[src/rtl/spi_frame_sched_pkg.sv]
// Shared SPI definitions: phase lane modes, segment directions, sequencer
// states and the size-code to bit-count helper.
package spi_frame_sched_pkg;

  localparam logic [1:0] PHASE_STD  = 2'b00;
  localparam logic [1:0] PHASE_DUAL = 2'b01;
  localparam logic [1:0] PHASE_QUAD = 2'b10;
  localparam logic [1:0] PHASE_NONE = 2'b11;

  localparam logic [1:0] DIR_TX    = 2'b00;
  localparam logic [1:0] DIR_RX    = 2'b01;
  localparam logic [1:0] DIR_DUMMY = 2'b10;

  typedef enum logic [2:0] {
    ST_IDLE,
    ST_CMD,
    ST_ADDR,
    ST_ALTR,
    ST_DUMMY,
    ST_DATA,
    ST_RXPUSH,
    ST_FINISH
  } state_t;

  // Size code 00/01/10/11 -> 8/16/24/32 bits.
  function automatic logic [15:0] size_bits(input logic [1:0] sz);
    case (sz)
      2'b00:   return 16'd8;
      2'b01:   return 16'd16;
      2'b10:   return 16'd24;
      default: return 16'd32;
    endcase
  endfunction

endpackage

[src/rtl/spi_frame_sched.sv]
// SPI frame phase sequencer: walks CMD/ADDR/ALTR/DUMMY/DATA, issues one
// segment per phase (one per word in DATA), moves FIFO data and frames CS.
//
// state     | meaning
// ----------+--------------------------------------------------------
// IDLE      | waiting for start_i, CS inactive
// CMD       | 8-bit command segment
// ADDR      | address segment, 8..32 bits
// ALTR      | alternate-byte segment, 8..32 bits
// DUMMY     | nop SCK cycles, nothing shifted
// DATA      | one data word per segment, TX pops or RX pushes
// RXPUSH    | holding a received word until the RX FIFO has room
// FINISH    | one-cycle done pulse, CS already dropped
module spi_frame_sched
  import spi_frame_sched_pkg::*;
#(
  parameter int FIFO_DW = 32,
  parameter int TRL_W   = 16
) (
  input  logic               clk_i,
  input  logic               rst_i,
  input  logic               start_i,
  input  logic               abort_i,
  input  logic [1:0]         cmode_i,
  input  logic [1:0]         amode_i,
  input  logic [1:0]         almode_i,
  input  logic [1:0]         dmode_i,
  input  logic [1:0]         asize_i,
  input  logic [1:0]         alsize_i,
  input  logic [1:0]         dsize_i,
  input  logic [15:0]        cmd_i,
  input  logic [31:0]        addr_i,
  input  logic [31:0]        altr_i,
  input  logic [15:0]        nop_i,
  input  logic [TRL_W-1:0]   trl_i,
  input  logic               rwm_i,
  output logic               seg_valid_o,
  input  logic               seg_ready_i,
  input  logic               seg_done_i,
  output logic [FIFO_DW-1:0] seg_data_o,
  output logic [15:0]        seg_len_o,
  output logic [1:0]         seg_lane_o,
  output logic [1:0]         seg_dir_o,
  input  logic [FIFO_DW-1:0] seg_rdata_i,
  input  logic               txf_empty_i,
  output logic               txf_rd_o,
  input  logic [FIFO_DW-1:0] txf_data_i,
  input  logic               rxf_full_i,
  output logic               rxf_wr_o,
  output logic [FIFO_DW-1:0] rxf_data_o,
  output logic               cs_o,
  output logic               busy_o,
  output logic               done_o
);

  state_t             state;
  logic               issued;
  logic [TRL_W-1:0]   cnt;
  logic [FIFO_DW-1:0] rx_hold;

  // frame shadow copies
  logic [1:0]       cmode_s, amode_s, almode_s, dmode_s;
  logic [1:0]       asize_s, alsize_s, dsize_s;
  logic [7:0]       cmd_s;
  logic [31:0]      addr_s, altr_s;
  logic [15:0]      nop_s;
  logic [TRL_W-1:0] trl_s;
  logic             rwm_s;

  // configuration as seen this cycle: live inputs while idle, shadows otherwise
  logic [1:0]       c_cmode, c_amode, c_almode, c_dmode;
  logic [1:0]       c_asize, c_alsize, c_dsize;
  logic [7:0]       c_cmd;
  logic [31:0]      c_addr, c_altr;
  logic [15:0]      c_nop;
  logic [TRL_W-1:0] c_trl;
  logic             c_rwm;

  state_t             tgt;
  logic               advance;
  logic               tgt_valid;
  logic [1:0]         tgt_dir, tgt_lane;
  logic [15:0]        tgt_len;
  logic [FIFO_DW-1:0] tgt_data;

  logic unused_cmd_hi;
  assign unused_cmd_hi = ^cmd_i[15:8];

  function automatic state_t first_phase(input logic [2:0] from, input logic cmd_on,
                                         input logic addr_on, input logic altr_on,
                                         input logic dummy_on, input logic data_on);
    if (from == 3'd0 && cmd_on)   return ST_CMD;
    if (from <= 3'd1 && addr_on)  return ST_ADDR;
    if (from <= 3'd2 && altr_on)  return ST_ALTR;
    if (from <= 3'd3 && dummy_on) return ST_DUMMY;
    if (from <= 3'd4 && data_on)  return ST_DATA;
    return ST_FINISH;
  endfunction

  function automatic logic [FIFO_DW-1:0] mask_sz(input logic [FIFO_DW-1:0] d,
                                                 input logic [1:0] sz);
    logic [FIFO_DW-1:0] m;
    logic [15:0]        n;
    n = size_bits(sz);
    for (int i = 0; i < FIFO_DW; i++) m[i] = d[i] & (i < int'(n));
    return m;
  endfunction

  // select live or shadow configuration
  always_comb begin
    if (state == ST_IDLE) begin
      c_cmode = cmode_i;  c_amode = amode_i;  c_almode = almode_i; c_dmode = dmode_i;
      c_asize = asize_i;  c_alsize = alsize_i; c_dsize = dsize_i;
      c_cmd   = cmd_i[7:0]; c_addr = addr_i; c_altr = altr_i;
      c_nop   = nop_i;    c_trl = trl_i;       c_rwm = rwm_i;
    end else begin
      c_cmode = cmode_s;  c_amode = amode_s;  c_almode = almode_s; c_dmode = dmode_s;
      c_asize = asize_s;  c_alsize = alsize_s; c_dsize = dsize_s;
      c_cmd   = cmd_s;    c_addr = addr_s;     c_altr = altr_s;
      c_nop   = nop_s;    c_trl = trl_s;       c_rwm = rwm_s;
    end
  end

  // next phase to enter and whether this cycle moves there
  always_comb begin
    logic data_on;
    data_on = (c_dmode != PHASE_NONE) && (c_trl != '0);
    tgt     = ST_FINISH;
    advance = 1'b0;
    case (state)
      ST_IDLE: begin
        tgt     = first_phase(3'd0, c_cmode != PHASE_NONE, c_amode != PHASE_NONE,
                              c_almode != PHASE_NONE, c_nop != '0, data_on);
        advance = start_i;
      end
      ST_CMD, ST_ADDR, ST_ALTR, ST_DUMMY: begin
        case (state)
          ST_CMD:  tgt = first_phase(3'd1, 1'b0, c_amode != PHASE_NONE,
                                     c_almode != PHASE_NONE, c_nop != '0, data_on);
          ST_ADDR: tgt = first_phase(3'd2, 1'b0, 1'b0, c_almode != PHASE_NONE,
                                     c_nop != '0, data_on);
          ST_ALTR: tgt = first_phase(3'd3, 1'b0, 1'b0, 1'b0, c_nop != '0, data_on);
          default: tgt = first_phase(3'd4, 1'b0, 1'b0, 1'b0, 1'b0, data_on);
        endcase
        advance = issued && seg_done_i;
      end
      ST_DATA: begin
        tgt     = (cnt == TRL_W'(1)) ? ST_FINISH : ST_DATA;
        advance = issued && seg_done_i && !(c_rwm && rxf_full_i);
      end
      ST_RXPUSH: begin
        tgt     = (cnt == '0) ? ST_FINISH : ST_DATA;
        advance = !rxf_full_i;
      end
      default: begin
        tgt     = ST_FINISH;
        advance = 1'b0;
      end
    endcase
  end

  // segment descriptor for the phase about to be entered
  always_comb begin
    tgt_valid = 1'b1;
    tgt_dir   = DIR_TX;
    tgt_lane  = PHASE_STD;
    tgt_len   = 16'd8;
    tgt_data  = '0;
    case (tgt)
      ST_CMD: begin
        tgt_lane = c_cmode;
        tgt_data = FIFO_DW'(c_cmd);
      end
      ST_ADDR: begin
        tgt_lane = c_amode;
        tgt_len  = size_bits(c_asize);
        tgt_data = mask_sz(FIFO_DW'(c_addr), c_asize);
      end
      ST_ALTR: begin
        tgt_lane = c_almode;
        tgt_len  = size_bits(c_alsize);
        tgt_data = mask_sz(FIFO_DW'(c_altr), c_alsize);
      end
      ST_DUMMY: begin
        tgt_dir = DIR_DUMMY;
        tgt_len = c_nop;
      end
      ST_DATA: begin
        tgt_lane = c_dmode;
        tgt_len  = size_bits(c_dsize);
        if (c_rwm) begin
          tgt_dir = DIR_RX;
        end else begin
          tgt_valid = !txf_empty_i;
          tgt_data  = mask_sz(txf_data_i, c_dsize);
        end
      end
      default: tgt_valid = 1'b0;
    endcase
  end

  // pop happens in the handshake cycle of a DATA write segment
  assign txf_rd_o = seg_valid_o & seg_ready_i & (state == ST_DATA) & ~rwm_s & ~abort_i;

  // sequencer state and registered outputs
  always_ff @(posedge clk_i or posedge rst_i) begin
    if (rst_i) begin
      state       <= ST_IDLE;
      issued      <= 1'b0;
      cnt         <= '0;
      rx_hold     <= '0;
      cmode_s     <= '0; amode_s  <= '0; almode_s <= '0; dmode_s <= '0;
      asize_s     <= '0; alsize_s <= '0; dsize_s  <= '0;
      cmd_s       <= '0; addr_s   <= '0; altr_s   <= '0;
      nop_s       <= '0; trl_s    <= '0; rwm_s    <= 1'b0;
      seg_valid_o <= 1'b0;
      seg_data_o  <= '0;
      seg_len_o   <= '0;
      seg_lane_o  <= '0;
      seg_dir_o   <= '0;
      rxf_wr_o    <= 1'b0;
      rxf_data_o  <= '0;
      cs_o        <= 1'b0;
      busy_o      <= 1'b0;
      done_o      <= 1'b0;
    end else begin
      rxf_wr_o <= 1'b0;
      done_o   <= 1'b0;
      if (state != ST_IDLE && abort_i) begin
        state       <= ST_IDLE;
        issued      <= 1'b0;
        seg_valid_o <= 1'b0;
        cs_o        <= 1'b0;
        busy_o      <= 1'b0;
      end else begin
        case (state)
          ST_IDLE: begin
            if (start_i) begin
              cmode_s  <= cmode_i;  amode_s  <= amode_i;  almode_s <= almode_i;
              dmode_s  <= dmode_i;  asize_s  <= asize_i;  alsize_s <= alsize_i;
              dsize_s  <= dsize_i;  cmd_s    <= cmd_i[7:0];
              addr_s   <= addr_i;   altr_s   <= altr_i;
              nop_s    <= nop_i;    trl_s    <= trl_i;    rwm_s    <= rwm_i;
              cnt      <= trl_i;
              issued   <= 1'b0;
              busy_o   <= 1'b1;
            end
          end
          ST_CMD, ST_ADDR, ST_ALTR, ST_DUMMY, ST_DATA: begin
            if (!issued) begin
              if (seg_valid_o && seg_ready_i) begin
                seg_valid_o <= 1'b0;
                issued      <= 1'b1;
              end else if (state == ST_DATA && !rwm_s && !seg_valid_o) begin
                // TX FIFO was empty: offer the segment as soon as a word shows up
                seg_valid_o <= !txf_empty_i;
                seg_data_o  <= mask_sz(txf_data_i, dsize_s);
              end
            end else if (seg_done_i) begin
              issued <= 1'b0;
              if (state == ST_DATA) begin
                cnt <= cnt - TRL_W'(1);
                if (rwm_s) begin
                  if (rxf_full_i) begin
                    rx_hold <= seg_rdata_i;
                    state   <= ST_RXPUSH;
                  end else begin
                    rxf_wr_o   <= 1'b1;
                    rxf_data_o <= seg_rdata_i;
                  end
                end
              end
            end
          end
          ST_RXPUSH: begin
            if (!rxf_full_i) begin
              rxf_wr_o   <= 1'b1;
              rxf_data_o <= rx_hold;
            end
          end
          ST_FINISH: begin
            state  <= ST_IDLE;
            busy_o <= 1'b0;
          end
          default: state <= ST_IDLE;
        endcase
        if (advance) begin
          state <= tgt;
          if (tgt == ST_FINISH) begin
            done_o      <= 1'b1;
            cs_o        <= 1'b0;
            seg_valid_o <= 1'b0;
          end else begin
            cs_o        <= 1'b1;
            seg_valid_o <= tgt_valid;
            seg_dir_o   <= tgt_dir;
            seg_lane_o  <= tgt_lane;
            seg_len_o   <= tgt_len;
            seg_data_o  <= tgt_data;
          end
        end
      end
    end
  end

endmodule

[config.mk]
export PLATFORM = sky130hd
export DESIGN_NAME = spi_frame_sched
export DESIGN_NICKNAME = d
export VERILOG_FILES = /design/src/rtl/spi_frame_sched_pkg.sv /design/src/rtl/spi_frame_sched.sv
export SDC_FILE = /design/constraint.sdc
export NUM_CORES = 1
export LEC_CHECK = 0
export ABC_AREA = 0
export CAP_MARGIN = 15
export CORE_MARGIN = 10
export CORE_UTILIZATION = 45
export DETAILED_ROUTE_END_ITERATION = 8
export PLACE_DENSITY = 0.85
export SKIP_LAST_GASP = 1
export SYNTH_ARGS = -nofsm -noshare
export SYNTH_HDL_FRONTEND = slang
export SYNTH_SLANG_ARGS = --single-unit
export TNS_END_PERCENT = 1
[constraint.sdc]
create_clock -name clk_i -period 16.35 [get_ports clk_i]
set_input_delay 3.27 -clock clk_i [delete_from_list [all_inputs] [get_ports clk_i]]
set_output_delay 3.27 -clock clk_i [all_outputs]
set_load 0.02 [all_outputs]
* Word-level counts from Yosys, hierarchy flattened *
Index checks and enable logic that the tools add are counted.

word-level totals
  register bits = 260
  input port bits = 199
  output and inout port bits = 90
  logic and storage cells = 550

operators by class
  add/subtract/negate cells = 1
  magnitude comparators = 128
  equality and inequality tests = 40
  mux-type cells = 175
  bitwise logic cells = 136
  reductions and logical operators = 43

operators with widths
  operator                                               number
  < comparator 5 x 16 -> 1 bit (first input constant)    64
  < comparator 4 x 16 -> 1 bit (first input constant)    32
  two-way mux 32 bit                                     15
  < comparator 3 x 16 -> 1 bit (first input constant)    16
  two-way mux 16 bit                                     15
  bitwise AND 1 bit                                      132
  < comparator 1 x 16 -> 1 bit (first input constant)    8
  < comparator 2 x 16 -> 1 bit (first input constant)    8
  case mux 32 bit (4 select lines)                       1
  two-way mux 3 bit                                      38
  two-way mux 1 bit                                      79
  case mux 6 bit (3 select lines)                        4
  case mux 16 bit (4 select lines)                       1
  case mux 32 bit (2 select lines)                       1
  case mux 16 bit (2 select lines)                       1
  nonzero test 16 bit                                    2
  != test 2 bit (second input constant)                  11
  equality test 3 bit (second input constant)            7
  != test 4 bit (second input constant)                  5
  two-way mux 2 bit                                      9
  equality test 16 x 1 -> 1 bit (second input constant)  1
  logical NOT 16 bit                                     1
  subtractor 16 x 1 -> 16 bit (second input constant)    1
  equality test 3 x 2 -> 1 bit (second input constant)   4
  other kinds (29)                                       67

* Longest topological paths before layout *
  depth after elaboration = 33
  depth in mapped cells = 12

* Worst setup path before layout *
No wires, ideal clock.

  path kind = input-to-output
  start = input port abort_i
  end = output port txf_rd_o
  arrival = 4102 ps
  path slack = 8978 ps
  stages on the path = 2
  path buffers = 0
  cell sequence = nand2b_1 -> nor4_1

on the way
  cells in the longest elaborated chain, start to end = 2

RTL lines
  element             RTL line                source
  start: declaration  spi_frame_sched.sv:23   input logic abort_i,
  NOT 1 bit           spi_frame_sched.sv:203  assign txf_rd_o = seg_valid_o & seg_ready_i & (state == ST_DATA) & ~rwm_s & ~abort_i;
  bitwise AND 1 bit   spi_frame_sched.sv:203
  end: declaration    spi_frame_sched.sv:46   output logic txf_rd_o,

No other way between the ends.

* Worst setup path in the final report *
Same ends and word-level chain as after synthesis.

==> impl_metrics.toml <==
[status]
result_of_the_run = "finished, final reports clean"

[power_and_ir_drop]
power_frac_seq_pct = 32.3
vdd_ir_max_mv = 0.110
p_sw_uw = 1270
power.share.clock_pct = 22.8
internal-power_uw = 2090
power.total_uw = 3360
p_sw_share_pct = 37.9
power.density_cell_area_nw_per_um2 = 195
leakage_power_of_the_design_uw = 0.00743
power_frac_comb_pct = 44.9

[critical_path]
worstRegToRegCells = 7
timing.critical_path.depth = 4
cp-start-kind = "primary input"
slowest_stage = "sky130_fd_sc_hd__clkdlybuf4s50_1"
path_cells = "clkdlybuf4s50_1 > nand2b_1 > nor4_1 > clkdlybuf4s50_1"
worst-endpoint-arrival_ns = 5.00
critical_path_required_ns = 13.08
number_of_buffer_and_inverter_instances_along_the_worst_setup_path = 2
worst_path_largest_cell_delay_ns = 0.72
path_max_fanout = 5
critical_path_class = "primary input to primary output"
critical-path-top-delay-family = "buffers and inverters"
setup.worst_path.end_class = "primary output"
timing.critical_path.mode_cell = "sky130_fd_sc_hd__clkdlybuf4s50_1"

[synth]
synthArstFlopShare_pct = 100
synth-main-ff-cell = "sky130_fd_sc_hd__dfrtp_1"
yosys_warnings = 0
postSynthAreaPerCell_um2 = 10.9
synth_sequential_area_ratio_pct = 50.2
synth_largest_type_area_fraction_pct = 50.2
post_synth_instance_area_um2 = 13000
synth_top_area_cell = "sky130_fd_sc_hd__dfrtp_1"
postSynthRegisterBits = 260
synth.area.top_cells = "sky130_fd_sc_hd__dfrtp_1 50%, sky130_fd_sc_hd__mux2_2 13%, sky130_fd_sc_hd__mux2i_1 5.9%"
synth_edf_count = 0
syn-num-nets = 1391
number_of_instances_in_the_synthesized_netlist = 1184
post_synth_num_cell_types = 68

[timing]
final.period_utilization_pct = 50.6
timing.setup.tns_ns = 0
fin_worst_hold_slack_ns = 0.478
post-route-min-period_ns = 8.27
maxSlewViolCount = 0
hold_violations = 0
achievable_freq_mhz = 121
finalSetupViolCount = 0
finalClockSkew_ns = 0.0144
timing_worst_slew_pin_value_ns = 1.12
relSlewSlack_pct = 25.1
grt_setup_unrepaired = "no"

[placed_design]
gp_congestion = 0.851
io_buffers = 280
dpl.hpwl_um = 26800
dp_cells = 1784

[global_routing]
via_count_of_the_first_global_routing_pass = 10900
grt_max_degree = 146
grt_pass1_wl_um = 60400
initial_antenna_violation_count = 5
gr-total-overflow = 0
grt_usage_pct = 20.5

[clock_network]
post_cts_buffers = 0
numClockSinks = 260
clkLatencyLatePin_ns = 0.56
htree_levels = 1
total_clock_buffers_created_by_cts = 30
max-clock-path-buffers = 3
clockRootBuffer = "sky130_fd_sc_hd__clkbuf_16"
cts_tree = "yes"
post_cts_clock_slew_at_the_launch_and_capture_registers_of_the_worst_setup_and_hold_paths_ns = 0.06
cts_hold_buf = 0
number_of_instances_resized_during_post_cts_repair = 0

[worst_hold_path]
timing.hold.worst.class = "register to register"
hold-path-cell-count = 2

[cells_and_area]
final_net_count = 1641
layout_commonest_cell = "sky130_fd_sc_hd__clkdlybuf4s50_1"
synthToLayoutAreaGrowth_pct = 33.1
most_used_cells_in_the_layout_excluding_fill_and_tap_cells = "280 x sky130_fd_sc_hd__clkdlybuf4s50_1, 260 x sky130_fd_sc_hd__dfrtp_1, 156 x sky130_fd_sc_hd__nand2_1"
postLayoutCoreUtil_pct = 60.4
stdcell_count = 1847
layout-drive-gt1-share_pct = 17.5

[run]
max_cap_violations = 0

[die]
boundaryPins = 289
number_of_standard_cell_rows_in_the_floorplan = 62
fp.dieW_um = 190
initial_core_utilization_pct = 45.4
die-area_um2 = 36000
fp.coreArea_um2 = 28500
die_height_um = 190

[detailed_routing]
via_count = 10582
avgViaCountPerCell = 5.73
first_pass_iters = 7
ant_nets = 0
drt-wirelength-per-cell_um = 20.8
detail_route.iter0.violations = 776
remaining_drc_errors = 0
drt-total-wl_um = 38400
synth_stat cells (6+ instances only):
cell type	count
sky130_fd_sc_hd__dfrtp_1	260
sky130_fd_sc_hd__nand2_1	156
sky130_fd_sc_hd__mux2_2	152
sky130_fd_sc_hd__a21oi_1	101
sky130_fd_sc_hd__mux2i_1	77
sky130_fd_sc_hd__nor2_1	76
sky130_fd_sc_hd__clkbuf_1	43
sky130_fd_sc_hd__a221o_1	32
sky130_fd_sc_hd__nand3_1	26
sky130_fd_sc_hd__buf_2	22
sky130_fd_sc_hd__nor4_1	20
sky130_fd_sc_hd__o21ai_0	19
sky130_fd_sc_hd__nor3_1	17
sky130_fd_sc_hd__o31ai_1	16
sky130_fd_sc_hd__inv_1	15
sky130_fd_sc_hd__buf_1	10
sky130_fd_sc_hd__mux4_2	10
sky130_fd_sc_hd__a22oi_1	9
sky130_fd_sc_hd__a2bb2oi_1	9
sky130_fd_sc_hd__ha_1	8
sky130_fd_sc_hd__o21a_1	8
sky130_fd_sc_hd__nand2b_1	7
sky130_fd_sc_hd__nand4_1	7
sky130_fd_sc_hd__o21ai_1	7
sky130_fd_sc_hd__o221ai_1	6
sky130_fd_sc_hd__o22ai_1	6
path summary, 6_finish.rpt:
kind                                           start                         to  slack, ns
hold / removal             seg_len_o[10]$_DFFE_PP0P_  seg_len_o[10]$_DFFE_PP0P_       0.48
setup / recovery                             abort_i                   txf_rd_o       8.08
min in group asynchronous                      rst_i     rx_hold[1]$_DFFE_PP0P_       3.22
setup reg to reg                state[1]$_DFFE_PP0P_   seg_len_o[4]$_DFFE_PP0P_      11.82
max in group asynchronous                      rst_i    rx_hold[26]$_DFFE_PP0P_      11.77
hold reg to reg            seg_len_o[10]$_DFFE_PP0P_  seg_len_o[10]$_DFFE_PP0P_       0.48
per-stage QoR:
stage | setup WS, ns | cell area [um2]
6_report | 8.08 | 17200
4_1_cts | 8.06 | 17200
2_1_floorplan | 5.92 | 13000
3_5_place_dp | 8.08 | 16100
5_1_grt | 7.92 | 17200
3_3_place_gp | 8.14 | 16100
per-layer routing:
layer	part of all wire, %	up-vias	global-route usage, %	wire length [um]
li1	-	4837	-	-
met1	40	5238	24.4	15300
met2	48	413	34.2	18500
met3	8.8	88	7.14	3380
met4	3.1	6	6.65	1200
met5	0.088	-	0	34
tightest hold or removal path, stage by stage, from the launching register on:
cell and delay (ns):
sky130_fd_sc_hd__dfrtp_1 0.34, sky130_fd_sc_hd__nand2_1 0.05, sky130_fd_sc_hd__o31ai_1 0.05
registers in the layout, indices dropped and copies added, names as in the netlist, 3 cells and up:
signal / cells
rx_hold: 32
nop_s: 16
trl_s: 16
state: 3
rxf_data_o: 32
addr_s: 32
cnt: 16
seg_len_o: 16
altr_s: 32
seg_data_o: 32
cmd_s: 8
power groups by stage:
stage,Combinational (uW),Sequential (uW),Clock (uW)
2_1_floorplan,959,1140,0
3_3_place_gp,1460,1070,0
3_5_place_dp,1500,1090,0
4_1_cts,1510,1080,777
5_1_grt,1650,1120,801
6_report,1510,1090,766
logic make-up after synthesis:
logic type / synth area share, %
fa+ha+maj: 0.772
buf+inv: 2.94
mux: 20.9
flops: 50.2
compound gates: 13.3
simple gates: 11.9
area by class of cell:
class	count	area, um2
diodes	5	12.5
multi-input cells	832	6100
clock buffers	37	858
flip-flops and latches	260	6510
fillers	2285	11300
clock inverters	19	285
well taps	384	480
inverters	16	67.6
repair buffers	294	2940
Note: power is estimated with default switching activity, not from simulation.
